`src/rtl/multicycle_mem_core.sv`:
```
// Multicycle CPU core: FSM, PC/IR, register file and ALU behind a single req/ready memory port.
// Optional macro ILLEGAL_TRAP_EN: undefined opcodes trap into HALT and the illegalOp output is added.
module multicycle_mem_core #(
  parameter int unsigned WORD_SIZE        = 64,
  parameter int unsigned ADDRESS_SIZE     = 20,
  parameter int unsigned INSTRUCTION_SIZE = 20,
  parameter int unsigned REG_ADDRESS_SIZE = 2
) (
  input  logic                    clk,
  input  logic                    rst_n,
  output logic                    memReq,
  output logic                    memWe,
  output logic [ADDRESS_SIZE-1:0] memAddr,
  output logic [WORD_SIZE-1:0]    memWdata,
  input  logic [WORD_SIZE-1:0]    memRdata,
  input  logic                    memReady,
  output logic                    halted,
  output logic [ADDRESS_SIZE-1:0] pcOut
`ifdef ILLEGAL_TRAP_EN
  ,
  output logic                    illegalOp
`endif
);

  localparam int unsigned OP_W     = 6;
  localparam int unsigned OFF_W    = 10;
  localparam int unsigned IMM_W    = 12;
  localparam int unsigned JADDR_W  = 9;
  localparam int unsigned NUM_REGS = 2 ** REG_ADDRESS_SIZE;
  localparam int unsigned PC_STEP  = 4;

  localparam logic [OP_W-1:0] OP_NOP  = 6'h00;
  localparam logic [OP_W-1:0] OP_ADD  = 6'h01;
  localparam logic [OP_W-1:0] OP_SUB  = 6'h02;
  localparam logic [OP_W-1:0] OP_AND  = 6'h03;
  localparam logic [OP_W-1:0] OP_OR   = 6'h04;
  localparam logic [OP_W-1:0] OP_SLT  = 6'h05;
  localparam logic [OP_W-1:0] OP_LDI  = 6'h10;
  localparam logic [OP_W-1:0] OP_LD   = 6'h11;
  localparam logic [OP_W-1:0] OP_ST   = 6'h12;
  localparam logic [OP_W-1:0] OP_BEQ  = 6'h20;
  localparam logic [OP_W-1:0] OP_J    = 6'h21;
  localparam logic [OP_W-1:0] OP_HALT = 6'h3F;

  typedef enum logic [2:0] {
    S_IDLE,
    S_FETCH,
    S_DECODE,
    S_EXEC,
    S_MEM,
    S_WB,
    S_HALT
  } state_e;

  state_e                  state_q, state_d;
  logic [ADDRESS_SIZE-1:0] pc_q, pc_d;
  logic [INSTRUCTION_SIZE-1:0] ir_q, ir_d;
  logic [WORD_SIZE-1:0]    a_q, a_d;
  logic [WORD_SIZE-1:0]    b_q, b_d;
  logic [WORD_SIZE-1:0]    res_q, res_d;
  logic [WORD_SIZE-1:0]    regs_q [NUM_REGS];
  logic [WORD_SIZE-1:0]    regs_d [NUM_REGS];
  logic                    mem_req_q, mem_req_d;
  logic                    mem_we_q, mem_we_d;
  logic [ADDRESS_SIZE-1:0] mem_addr_q, mem_addr_d;
  logic [WORD_SIZE-1:0]    mem_wdata_q, mem_wdata_d;
  logic                    halted_q, halted_d;
`ifdef ILLEGAL_TRAP_EN
  logic                    illegal_q, illegal_d;
`endif

  // Instruction fields
  logic [OP_W-1:0]             op;
  logic [REG_ADDRESS_SIZE-1:0] rd_idx;
  logic [REG_ADDRESS_SIZE-1:0] rs_idx;
  logic [REG_ADDRESS_SIZE-1:0] rt_idx;
  logic [OFF_W-1:0]            off10;
  logic [IMM_W-1:0]            imm12;
  logic [JADDR_W-1:0]          jaddr;

  assign op     = ir_q[19:14];
  assign rd_idx = REG_ADDRESS_SIZE'(ir_q[13:12]);
  assign rs_idx = REG_ADDRESS_SIZE'(ir_q[11:10]);
  assign rt_idx = REG_ADDRESS_SIZE'(ir_q[9:8]);
  assign off10  = ir_q[9:0];
  assign imm12  = ir_q[11:0];
  assign jaddr  = ir_q[13:5];

  logic [WORD_SIZE-1:0]    off_w;
  logic [WORD_SIZE-1:0]    imm_w;
  logic [ADDRESS_SIZE-1:0] br_off;
  logic [ADDRESS_SIZE-1:0] jump_pc;

  assign off_w   = {{(WORD_SIZE - OFF_W){off10[OFF_W-1]}}, off10};
  assign imm_w   = {{(WORD_SIZE - IMM_W){imm12[IMM_W-1]}}, imm12};
  assign br_off  = {{(ADDRESS_SIZE - OFF_W - 2){off10[OFF_W-1]}}, off10, 2'b00};
  assign jump_pc = ADDRESS_SIZE'({jaddr, 2'b00});

  logic is_alu;
  assign is_alu = (op == OP_ADD) || (op == OP_SUB) || (op == OP_AND) ||
                  (op == OP_OR)  || (op == OP_SLT);

`ifdef ILLEGAL_TRAP_EN
  function automatic logic op_defined(input logic [OP_W-1:0] o);
    case (o)
      OP_NOP, OP_ADD, OP_SUB, OP_AND, OP_OR, OP_SLT,
      OP_LDI, OP_LD, OP_ST, OP_BEQ, OP_J, OP_HALT: return 1'b1;
      default:                                     return 1'b0;
    endcase
  endfunction
`endif

  // ALU on the latched operands
  logic [WORD_SIZE-1:0] alu_res;
  always_comb begin
    alu_res = '0;
    case (op)
      OP_ADD:  alu_res = a_q + b_q;
      OP_SUB:  alu_res = a_q - b_q;
      OP_AND:  alu_res = a_q & b_q;
      OP_OR:   alu_res = a_q | b_q;
      OP_SLT:  alu_res = WORD_SIZE'($signed(a_q) < $signed(b_q));
      default: alu_res = '0;
    endcase
  end

  // Sequencing: every transition into FETCH/MEM sets up the registered bus request
  logic go_fetch;
  always_comb begin
    state_d     = state_q;
    pc_d        = pc_q;
    ir_d        = ir_q;
    a_d         = a_q;
    b_d         = b_q;
    res_d       = res_q;
    regs_d      = regs_q;
    mem_req_d   = mem_req_q;
    mem_we_d    = mem_we_q;
    mem_addr_d  = mem_addr_q;
    mem_wdata_d = mem_wdata_q;
    halted_d    = halted_q;
`ifdef ILLEGAL_TRAP_EN
    illegal_d   = illegal_q;
`endif
    go_fetch    = 1'b0;

    case (state_q)
      S_IDLE: go_fetch = 1'b1;

      S_FETCH: begin
        if (memReady) begin
          ir_d      = memRdata[INSTRUCTION_SIZE-1:0];
          pc_d      = pc_q + ADDRESS_SIZE'(PC_STEP);
          mem_req_d = 1'b0;
          state_d   = S_DECODE;
        end
      end

      S_DECODE: begin
        a_d = regs_q[rs_idx];
        b_d = ((op == OP_ST) || (op == OP_BEQ)) ? regs_q[rd_idx] : regs_q[rt_idx];
        if (op == OP_HALT) begin
          halted_d = 1'b1;
          state_d  = S_HALT;
        end
`ifdef ILLEGAL_TRAP_EN
        else if (!op_defined(op)) begin
          halted_d  = 1'b1;
          illegal_d = 1'b1;
          state_d   = S_HALT;
        end
`endif
        else begin
          state_d = S_EXEC;
        end
      end

      S_EXEC: begin
        if (is_alu) begin
          res_d   = alu_res;
          state_d = S_WB;
        end else if (op == OP_LDI) begin
          res_d   = imm_w;
          state_d = S_WB;
        end else if ((op == OP_LD) || (op == OP_ST)) begin
          mem_req_d   = 1'b1;
          mem_we_d    = (op == OP_ST);
          mem_addr_d  = ADDRESS_SIZE'(a_q + off_w);
          mem_wdata_d = b_q;
          state_d     = S_MEM;
        end else begin
          if ((op == OP_BEQ) && (a_q == b_q)) begin
            pc_d = pc_q + br_off;
          end else if (op == OP_J) begin
            pc_d = jump_pc;
          end
          go_fetch = 1'b1;
        end
      end

      S_MEM: begin
        if (memReady) begin
          if (mem_we_q) begin
            go_fetch = 1'b1;
          end else begin
            res_d     = memRdata;
            mem_req_d = 1'b0;
            state_d   = S_WB;
          end
        end
      end

      S_WB: begin
        regs_d[rd_idx] = res_q;
        go_fetch       = 1'b1;
      end

      S_HALT: begin
        mem_req_d = 1'b0;
        halted_d  = 1'b1;
      end

      default: state_d = S_IDLE;
    endcase

    if (go_fetch) begin
      state_d    = S_FETCH;
      mem_req_d  = 1'b1;
      mem_we_d   = 1'b0;
      mem_addr_d = pc_d;
    end
  end

  always_ff @(posedge clk or negedge rst_n) begin
    if (!rst_n) begin
      state_q     <= S_IDLE;
      pc_q        <= '0;
      ir_q        <= '0;
      a_q         <= '0;
      b_q         <= '0;
      res_q       <= '0;
      regs_q      <= '{default: '0};
      mem_req_q   <= 1'b0;
      mem_we_q    <= 1'b0;
      mem_addr_q  <= '0;
      mem_wdata_q <= '0;
      halted_q    <= 1'b0;
`ifdef ILLEGAL_TRAP_EN
      illegal_q   <= 1'b0;
`endif
    end else begin
      state_q     <= state_d;
      pc_q        <= pc_d;
      ir_q        <= ir_d;
      a_q         <= a_d;
      b_q         <= b_d;
      res_q       <= res_d;
      regs_q      <= regs_d;
      mem_req_q   <= mem_req_d;
      mem_we_q    <= mem_we_d;
      mem_addr_q  <= mem_addr_d;
      mem_wdata_q <= mem_wdata_d;
      halted_q    <= halted_d;
`ifdef ILLEGAL_TRAP_EN
      illegal_q   <= illegal_d;
`endif
    end
  end

  assign memReq   = mem_req_q;
  assign memWe    = mem_we_q;
  assign memAddr  = mem_addr_q;
  assign memWdata = mem_wdata_q;
  assign halted   = halted_q;
  assign pcOut    = pc_q;
`ifdef ILLEGAL_TRAP_EN
  assign illegalOp = illegal_q;
`endif

endmodule

```
`config.mk`:
```
export PLATFORM = sky130hd
export DESIGN_NAME = multicycle_mem_core
export DESIGN_NICKNAME = d
export VERILOG_FILES = /design/src/rtl/multicycle_mem_core.sv
export SDC_FILE = /design/constraint.sdc
export NUM_CORES = 2
export LEC_CHECK = 0
export BUFFER_PORTS_ARGS = -buffer_cell sky130_fd_sc_hd__buf_2
export CORE_MARGIN = 4
export CORE_UTILIZATION = 65
export CTS_CLUSTER_DIAMETER = 50
export DETAILED_ROUTE_END_ITERATION = 12
export PLACE_DENSITY = 0.83
export SETUP_SLACK_MARGIN = 0.1
export SLEW_MARGIN = 30
export SYNTH_ARGS = -nofsm -noshare
export SYNTH_HDL_FRONTEND = slang
export SYNTH_SLANG_ARGS = --single-unit
```
`constraint.sdc`:
```
create_clock -name clk -period 8.2 [get_ports clk]
set_input_delay 2.46 -clock clk [delete_from_list [all_inputs] [get_ports clk]]
set_output_delay 2.46 -clock clk [all_outputs]
set_load 0.05 [all_outputs]
```
# Yosys cells after proc, flatten, opt, wreduce, memory -nomap -nowiden
# Cells that the tools add are included.
# word_totals
out_inout_bits,107
reg_bits,578
# classes
n_addsub,5
n_lt_le_gt_ge,5
muxes,61
bitwise_logic,7
eq_ne,32
reduce_logical,23
# op_table
cell,n
64-bit two-way mux,12
64-bit binary-select mux with 2-bit select,3
64-bit one-hot mux with 5 select lines,1
256-bit bitwise mux,1
20-bit two-way mux,11
64-bit demux with 2-bit select,1
64-bit one-hot mux with 2 select lines,1
64-bit adder,1
64-bit bitwise AND,1
64-bit equality test,1
64-bit less-than comparator,1
64-bit bitwise OR,1
64-bit subtractor,1
20-bit adder,2
20-bit one-hot mux with 2 select lines,1
3-bit two-way mux,8
"3-bit != test, second input constant",7
"20-bit by 3-bit adder with 20-bit output, second input constant",1
"6-bit by 5-bit equality test with 1-bit output, second input constant",3
"6-bit equality test, second input constant",3
1-bit two-way mux,18
3-bit one-hot mux with 5 select lines,1
"6-bit by 2-bit equality test with 1-bit output, second input constant",2
"6-bit by 3-bit equality test with 1-bit output, second input constant",2
other kinds (25),49

# Longest topological paths before layout
# depth
word_depth,9
mapped_depth,15
ltp_nobuf,14

# Worst setup path before layout
# No wires, ideal clock.
# synth_path
path_type,input to register
startpoint,in memReady
endpoint,reg mem_addr_q[18] (netlist: memAddr[18])
required_time_ns,8.074
cell_stages,9
t_arrival_ns,4.447
setup_ns,0.126
path_buffers,1
slack_ns,3.627
path_cell_list,clkbuf_1 -> nand2_1 -> nor2_1 -> nand3_1 -> or4_1 -> o211ai_1 -> o31ai_1 -> o22a_1 -> a221o_1
# synth_lines
element,line,source
from (decl),16,"input logic memReady,"
20-bit two-way mux,151,if (memReady) begin
20-bit one-hot mux with 2 select lines,147,case (state_q)
named net pc_d[18],56,"logic [ADDRESS_SIZE-1:0] pc_q, pc_d;"
20-bit two-way mux,226,if (go_fetch) begin
to (signal assigned),261,mem_addr_q <= mem_addr_d;
to (decl),65,"logic [ADDRESS_SIZE-1:0] mem_addr_q, mem_addr_d;"
# The timed path passes the listed nets, and every way through them passes these cells.
# A chain may end at the register's enable or synchronous reset.

# Worst setup path after layout
# layout_path
startpoint,in memReady
endpoint,reg res_q[61]
# layout_via
elab_chain_len,2
# layout_lines
element,line,source
2-bit != test (no source line),-,
4-bit AND reduction (no source line),-,
to (signal assigned),257,res_q <= res_d;
to (decl),60,"logic [WORD_SIZE-1:0] res_q, res_d;"
# Every way passes these cells.

==> run metrics <==
# setup viols final=0; number of CTS-inserted buffers=between 70 and 80; Port Buf Inserts=around 170; RSZ-0062 raised after global routing=no; min cycle time layout=4.94 ns; CTS Hold Bufs=0; Final Non-Filler Cells=4,895; Syn Inst Count=4,035; Die ar.=65,300 um2; cells resized by post-CTS repair=0; Syn. warnings=0; Via density=~7.1; clk buf depth=3; r2r startpoint=a_q[1]$_DFFE_PN0P_; Hold Slack=0.469 ns; core box area=about 60,000 um2; Pre-antenna DRT Iters=6; worst skew pair latency=0.63 ns; # diodes=0; residual DRC count=0; fin nets=4,374; initial core utilization=65.9%; Max Slew Vio Count=0; # Post-CTS Setup Buffers=0; Synth-to-Final Area Change=9.42%; Min-Delay Path Depth=2; fill count=4,305; fin area=43,600 um2; I/O Pins=174; total power=21.6 mW; post-placement cell area=41,200 um2; HP Start=memAddr[0]$_DFFE_PN0P_; final hold vios=0; count leader, synth=dfrtp_1; hpwl dp=83.0 mm; Worst VDD drop=0.282 mV; Final Cycle Share=60.3%; largest net degree at the start of global routing=~160; number of max-cap violations=0; Required @ worst endpoint=between 8 and 9 ns; layout cells sized above 1=about a fifth; end-of-flow core utilization=72.1%; first-pass GRT wire length=~200 mm; number of synthesized register bits=578; Reg2Reg Setup Slack=3.41 ns; DRT iter0 DRCs=4,260; detailed-route via count=34,900; critical path fanouts, max=32; Synth top cells by count=dfrtp_1 (578), a21oi_1 (346), nor2_1 (319), nand2_1 (317), o21ai_0 (292); gr ovfl total=0; FFs w/ async S/R, synth=100%; leading area contributor after synthesis=dfrtp_1; setup TNS=0 ns; Mean Syn Cell Area=9.87 um2; clk_skew=~0.023 ns; vias in the first global route=34,400; std cell rows=90; clock sinks=578; P_leak=18.8 nW; antenna viol nets, final=0; TritonCTS clock tree=built; # placed instances=4,765; Worst Slack Setup Final=3.26 ns; WL/cell=~26 um; post-synth top area share=36.3%; most common flop cell mapped by yosys=dfrtp_1; Total GRT Usage=37.4%; H-tree levels=3; worst r2r path cells=13; relative slew slack=29.8%; Synthesized Nets=4,350; worst min path class=register to register; root buffer cell=clkbuf_16; total wire length=125 mm; die height=between 200 and 300 um; Seq/Total Area, Yosys=around 36%; top post-synthesis cells by area=dfrtp_1 (36%), mux4_2 (11%), mux2_2 (7.8%); crit start category=input port; Data arrival, critical path=between 5 and 6 ns; worst slew pin tran=roughly 1.0 ns; power per cell area=between 400 and 500 nW/um2; fmax=202 MHz; clock slew at reported path FFs=0.06 ns; EDFF count, synth=0; critical path endpoint category=register; mapped cell area=~40,000 um2; Die W=256 um; critical path type=input port to register; reg-to-reg endpoint=res_q[61]$_DFFE_PN0P_; RD Place Congestion=1.00; library cells used by synthesis=92; Min-Delay Endpoint=memAddr[0]$_DFFE_PN0P_; pre-CTS setup slack=2.85 ns; antenna violations before repair=1; run status=complete, no violations
worst max path at each step:
stage,slack [ns],end,startpoint
after CTS,3.45,res_q[61]$_DFFE_PN0P_,memReady
after global placement,2.88,res_q[61]$_DFFE_PN0P_,memReady
after detailed placement,2.85,res_q[61]$_DFFE_PN0P_,memReady
after global routing,3.22,res_q[61]$_DFFE_PN0P_,memReady
final,3.26,res_q[61]$_DFFE_PN0P_,memReady
after floorplan,3.63,memAddr[18]$_DFFE_PN0P_,memReady
registers in the layout, indices dropped and copies added (netlist names), 3 cells and up:
| name | count |
|---|---|
| regs_q | 256 |
| a_q | 64 |
| b_q | 64 |
| memWdata | 64 |
| res_q | 64 |
| ir_q | 20 |
| memAddr | 20 |
| pcOut | 20 |
| state_q | 3 |
power breakdown:
part	internal, mW	leakage [nW]	switching [mW]
combinational	5.00	10.5	7.48
clock	1.87	1.14	1.31
sequential	4.18	7.23	1.72
cell type report:
cell class	instances	area [um2]	share of cell area, %
Tap cell	782	978	2.25
Multi-Input combinational cell	2981	23700	54.3
Sequential cell	578	14500	33.2
Clock inverter	35	342	0.784
Timing Repair Buffer	223	1330	3.04
Clock buffer	92	2010	4.61
Inverter	204	766	1.76
kinds of logic after synthesis:
kind of cell	after synthesis	share of synthesized area, %
compound gates	1138	18.1
buf+inv	476	4.53
xor+xnor	37	0.814
simple gates	1014	11.8
mux	544	20.6
fa+ha+maj	248	7.87
flops	578	36.3
cell usage in the layout (no fill, tap or decap), drive strengths merged, types with 39 or more instances in the layout:
cell type / n
dfrtp: 578
a21oi: 348
nor2: 320
nand2: 319
o21ai: 298
mux2: 276
ha: 244
buf: 223
inv: 212
mux4: 192
clkbuf: 92
nor3: 80
mux2i: 76
nand3: 56
o211ai: 48
a21o: 43
nor4: 42
o21bai: 41
nor2b: 40
o22ai: 39
routing by layer:
| metal | up-vias | wire [um] | GRT usage, % | part of all wire (%) |
|---|---|---|---|---|
| li1 | 15000 | - | - | - |
| met1 | 17100 | 47600 | 49.9 | 38 |
| met2 | 2275 | 57400 | 59.4 | 46 |
| met3 | 484 | 13500 | 7.91 | 11 |
| met4 | 0 | 6340 | 17.2 | 5.1 |
| met5 | - | 0 | 0 | 0 |
worst max-delay path, stage by stage:
cell	delay (ns)
buf_2	0.19
nand2b_1	0.19
o32ai_4	0.29
buf_4	0.44
and2_1	0.73
buf_4	0.34
o211ai_1	0.17
a211o_1	0.33
o211ai_1	0.18
a21oi_1	0.08
(Power assumes the default switching activity.)
